### src/rtl/step_controller.sv
// step_controller: sequences processor enables for single-step, continuous run and halt.
module step_controller #(
  parameter int RATE_DIV = 4,
  parameter int COUNT_W  = 16
) (
  input  logic               Clk,
  input  logic               ResetN,
  input  logic               StepPulse,
  input  logic               RunPulse,
  input  logic               ResumePulse,
  input  logic               HaltIn,
  output logic               CpuEn,
  output logic               Running,
  output logic               Halted,
  output logic [COUNT_W-1:0] IssueCount
);
  localparam int DIV_W = RATE_DIV > 1 ? $clog2(RATE_DIV) : 1;
  localparam logic [DIV_W-1:0] LAST = DIV_W'(RATE_DIV - 1);
  typedef enum logic [1:0] {IDLE = 2'd0, STEP = 2'd1, RUN = 2'd2, HALT = 2'd3} state_t;
  state_t state, state_nx;
  logic [DIV_W-1:0] div, div_nx;
  always_ff @(posedge Clk) begin
    if (!ResetN) begin
      state      <= IDLE;
      div        <= '0;
      IssueCount <= '0;
    end else begin
      state <= state_nx;
      div   <= div_nx;
      if (CpuEn && IssueCount != '1) IssueCount <= IssueCount + COUNT_W'(1);
    end
  end
  always_comb begin
    state_nx = state;
    div_nx   = '0;
    CpuEn    = 1'b0;
    Running  = state == RUN;
    Halted   = state == HALT;
    case (state)
      IDLE: state_nx = RunPulse ? RUN : StepPulse ? STEP : IDLE;
      STEP: begin
        CpuEn    = 1'b1;
        state_nx = IDLE;
      end
      RUN: begin
        CpuEn    = div == LAST;
        state_nx = RunPulse ? IDLE : RUN;
        div_nx   = (RunPulse || div == LAST) ? '0 : div + DIV_W'(1);
      end
      HALT: state_nx = (ResumePulse && !HaltIn) ? IDLE : HALT;
      default: state_nx = IDLE;
    endcase
    // a halt from the processor overrides every pulse and suppresses the enable
    if (HaltIn) begin
      CpuEn = 1'b0;
      if (state != HALT) begin
        state_nx = HALT;
        div_nx   = '0;
      end
    end
  end
endmodule

### config.mk
export PLATFORM = sky130hd
export DESIGN_NAME = step_controller
export DESIGN_NICKNAME = d
export VERILOG_FILES = /design/src/rtl/step_controller.sv
export SDC_FILE = /design/constraint.sdc
export NUM_CORES = 1
export LEC_CHECK = 0
export CORE_ASPECT_RATIO = 1.1
export CORE_UTILIZATION = 36
export CTS_BUF_LIST = sky130_fd_sc_hd__clkbuf_2 sky130_fd_sc_hd__clkbuf_4 sky130_fd_sc_hd__clkbuf_8
export CTS_CLUSTER_SIZE = 24
export DETAILED_ROUTE_END_ITERATION = 12
export GPL_TIMING_DRIVEN = 1
export PLACE_DENSITY = 0.64
export SLEW_MARGIN = 20
export SYNTH_ARGS = -nofsm -noshare
export SYNTH_HDL_FRONTEND = slang
export SYNTH_SLANG_ARGS = --single-unit
export TNS_END_PERCENT = 10
### constraint.sdc
create_clock -name Clk -period 2.1 [get_ports Clk]
set_clock_uncertainty 0.2 [all_clocks]
set_input_delay 0.42 -clock Clk [delete_from_list [all_inputs] [get_ports Clk]]
set_output_delay 0.42 -clock Clk [all_outputs]
set_load 0.01 [all_outputs]
Yosys cells after proc, flatten, opt, wreduce, memory -nomap -nowiden
Index checks and enable logic that the tools add are counted.

storage, ports and cells
  register bits after elaboration = 20
  input bits = 6
  output and inout bits = 19
  logic and storage cells = 29

operators by class
  mux-type cells = 13
  add/sub/neg operators = 2
  reduce and logical (&&, ||, !) cells = 5
  equal/unequal tests = 6

operators with widths
  kind                     count
  $mux W2                  9
  $add A16 B1 Y16 const B  1
  $ne A16 B16 Y1 const B   1
  $pmux W2 S4              1
  $eq A2 B2 Y1 const B     3
  $add A2 B1 Y2 const B    1
  $eq A2 B1 Y1 const B     1
  $logic_and A1 B1 Y1      2
  $logic_not A2 Y1         1
  $mux W1                  2
  $ne A2 B2 Y1 const B     1
  $pmux W1 S2              1
  $logic_not A1 Y1         1
  $logic_or A1 B1 Y1       1

Logic depth before layout (Yosys ltp)
  word-level depth = 6
  depth in mapped cells = 8

Worst setup path before layout
Ideal clock, no wire load.

  path kind = register -> register
  start point = reg IssueCount[0]
  end point = reg IssueCount[4]
  arrival = 1,674 ps
  path buffers = 0
  data required time = 1,830 ps
  setup slack = 155 ps
  stages on the path, launching flop included = 6
  setup time = 70 ps
  period minus slack after synthesis = 1,945 ps
  cells stage by stage = dfxtp_1 > ha_1 > and3_2 > and4_4 > or4_2 > a21oi_1

between the ends
  longest elaborated chain between the ends = 2

ends and longest elaborated chain
  what                                                                     RTL line  source
  from (decl)                                                              15        output logic [COUNT_W-1:0] IssueCount
  from (signal assigned)                                                   30        if (CpuEn && IssueCount != '1) IssueCount <= IssueCount + COUNT_W'(1);
  parallel branches: the longest is 2 deep, another holds $add A16 B1 Y16  -

Parallel ways; which one is timed is not known.
A chain may end at the register's enable or synchronous reset.

Worst setup path in the final report
  start point = in HaltIn
  end point = out CpuEn

between the ends
  longest elaborated chain between the ends = 1

ends and longest elaborated chain
  what         RTL line  source
  from (decl)  11        input logic HaltIn,
  $mux W1      54        if (HaltIn) begin
  to (decl)    12        output logic CpuEn,

No other way between the ends.

==> impl_metrics.py <==
metrics = {
    "logic_synthesis": {
        "ys_async_sr_fraction": 0,
        "yosysWarnings": 0,
        "ys_ff_latch": 20,
        "synth_compound_area_frac": 0.2007,
        "synth.area.mux_share": 0.009019,
        "synth_top_family_by_area": "simple AND/OR/NAND/NOR gates",
        "synth_edf_count": 0,
        "synth-adder-area-share": 0.06764,
        "synth_top_area_share": 0.3608,
        "yosys_most_used_dff": "dfxtp_1",
        "yosys.area_share.simple": 0.3202,
        "synth_area_leader_cell": "dfxtp_1",
        "synth_fp_nets": 137,
        "synthDistinctLibCells": 41,
        "synthTopCellsByArea": "dfxtp_1 (36%), ha_1 (6.8%), a21oi_1 (5.9%)",
        "synthCells": 125,
        "synthesis.area_um2": 1110,
        "yosysMostFrequentCell": "dfxtp_1",
        "synthTopCellsByCount": "dfxtp_1 (20), a21oi_1 (13), nand2_1 (9)",
        "syn_area_per_cell_um2": 8.879,
        "synth_seq_area_share": 0.3608,
        "synth_xor_xnor_area_share": 0,
    },
    "detailed_routing": {
        "remaining_drc_errors": 0,
        "via_per_inst": 5.539,
        "via_count": 1069,
        "routedWlPerCell_um": 13.74,
        "wirelength_mm": 2.652,
        "dr.pass1.iters": 4,
        "final_antenna_net_count": 0,
        "drtIter0Drc": 22,
    },
    "critical_path": {
        "path_class": "primary input to output port",
        "crit_buf_inv": 3,
        "cp_slowest_cell": "clkdlybuf4s50_1",
        "worstReg2RegEnd": "IssueCount[9]$_SDFFE_PN0P_",
        "reg2reg_slack_ns": 0.11,
        "worst_setup_path_start_kind": "primary input",
        "crit_start": "HaltIn",
        "r2r_start": "state[1]$_SDFF_PN0_",
        "cp_data_arrival_time_ns": 1.43,
        "cp_max_fo": 3,
        "cp_slowest_stage_delay_ns": 0.50,
        "critPathTopFamily": "buffers and inverters",
        "r2r_cells": 7,
        "worstPathRequired_ns": 1.48,
        "cp_cell_sequence": "clkdlybuf4s50_1, and2b_2, nand2_2, inv_1, buf_2",
        "worst_setup_path_end_kind": "output port",
    },
    "timing": {
        "final-setup-viol-count": 0,
        "slew_violations": 0,
        "fmaxAchievable_mhz": 488.5,
        "rsz0062_at_grt": "false",
        "timing.setup.tns_ns": 0,
        "hold_viol": 0,
        "slew_headroom": 0.7107,
        "final.period_utilization": 0.9748,
        "period_minus_slack_ns": 2.047,
        "tightest_slew_ns": 0.4334,
    },
    "clock_tree": {
        "cts_sinks": 20,
        "htree_levels": 1,
        "clockRootBuffer": "clkbuf_4",
        "post_cts_buffers": 0,
        "clk_latency_ns": 0.30,
        "clk_path_buf_depth": 2,
        "numCtsBuffers": 3,
        "clk_pin_slew_worst_paths_ns": 0.11,
        "cts_tree": "done",
    },
    "final_layout": {
        "nets": 174,
        "final_area_um2": 1508,
        "fill_cells": 283,
        "synthToLayoutAreaGrowth_pct": 35.85,
        "diodes": 0,
        "drive_gt1_frac": 0.2125,
        "fin_util": 0.5285,
    },
    "floorplanning": {
        "die_y_um": 60.24,
        "chipWidth_um": 54.94,
        "ioPinCount": 25,
        "dieArea_um2": 3309,
        "start_util": 0.3890,
        "core-area_um2": 2853,
        "rows": 20,
    },
    "pwr": {
        "power.switching_mw": 0.1617,
        "power.density_nw_per_um2": 434.6,
        "p_clk_frac": 0.281,
        "ir_drop_mv": 0.3078,
        "power_frac_comb": 0.127,
        "power.share.sequential": 0.592,
        "p_leak_nw": 0.5702,
        "switching_share": 0.2468,
        "intPower_mw": 0.4936,
    },
    "worst_hold_path": {
        "hold_path_depth": 2,
        "worstHoldStart": "IssueCount[15]$_SDFFE_PN0P_",
        "holdPathEnd": "IssueCount[15]$_SDFFE_PN0P_",
        "hp-class": "register to register",
    },
    "run": {
        "cap_violations": 0,
    },
    "place": {
        "portBuffers": 24,
        "place_area_um2": 1461,
        "gp_congestion": 0.7867,
        "post-dp-hpwl_mm": 2.010,
    },
    "global_routing": {
        "grt_pass1_wl_mm": 4.505,
        "grt_max_degree": 16,
        "antenna_found_initial": 0,
        "grtUsageTotal": 0.1864,
        "grt_pass1_vias": 1028,
        "overflow": 0,
    },
    "status": {
        "status": "finished clean",
    },
}
metrics by stage:
stage	worst slack, ns	power, mW	hold WS (ns)	cells
floorplan	0.1552	0.4338	0.3028	125
global placement	-0.3007	0.4723	0.2884	190
detailed placement	-0.2938	0.4749	0.3070	190
CTS	0.01208	0.6569	0.3238	193
global route	0.004148	0.6810	0.3664	193
finish	0.05283	0.6553	0.3164	193
cells in the final DEF (no fill, tap or decap), types with 5 or more instances in the layout:
cell type and count:
nand2_1 8, inv_1 5, nand3_1 6, ha_1 5, o31ai_1 5, clkdlybuf4s50_1 21, a21oi_1 11, dfxtp_1 18
buf_4 11, nand4_1 5, o21ai_0 5
worst max path at each step:
stage | end | depth (start not counted)
after CTS | IssueCount[4]$_SDFFE_PN0P_ | 7
after floorplan | IssueCount[4]$_SDFFE_PN0P_ | 5
after global placement | CpuEn | 5
after global routing | IssueCount[9]$_SDFFE_PN0P_ | 7
final | CpuEn | 5
after detailed placement | IssueCount[4]$_SDFFE_PN0P_ | 6
power by group through the flow:
stage               logic [mW]  registers, mW  clock network [mW]
floorplan               0.0377          0.396                   0
global placement        0.0772          0.395                   0
detailed placement      0.0794          0.395                   0
CTS                     0.0780          0.388               0.191
global route            0.0914          0.389               0.201
finish                  0.0830          0.388               0.184
registers in the layout, indices dropped and copies added (netlist names):
register,flops
IssueCount,16
div,2
state,2
routing by layer:
layer,GRT usage,share of wire,vias up
li1,-,-,554
met1,0.2595,0.50,496
met2,0.2857,0.46,17
met3,0.02545,0.032,2
met4,0.07143,0.0072,0
met5,0,0,-
layout make-up:
type | instances | area, µm² | share of cell area
multi-input cells | 94 | 688.2 | 0.4564
flip-flops and latches | 20 | 402.9 | 0.2672
repair buffers | 36 | 326.6 | 0.2166
well taps | 33 | 41.29 | 0.02739
inverters | 7 | 26.28 | 0.01743
clock buffers | 3 | 22.52 | 0.01494
kinds of logic (layout without fill, tap and decap cells):
group | Yosys count | in the layout
DFF | 20 | 20
adders and majority gates | 6 | 6
AOI/OAI and AO/OA | 34 | 34
buffers and inverters | 11 | 46
muxes | 1 | 1
and+or+nand+nor | 53 | 53
worst register-to-register path, stage by stage, from the launching register on:
cell and delay, ns:
dfxtp_2 0.37, inv_2 0.06, ha_4 0.24, and2b_2 0.15, buf_4 0.13, nand4_1 0.13, or4_1 0.51, a21oi_2 0.14
what timing repair did:
action,CTS,global route
pin swaps,1,3
resized for setup,9,7
endpoints found under the hold margin,0,0
hold buffers,0,0
endpoints found under the setup margin,4,4
gates cloned,0,0
(Power assumes the default switching activity.)
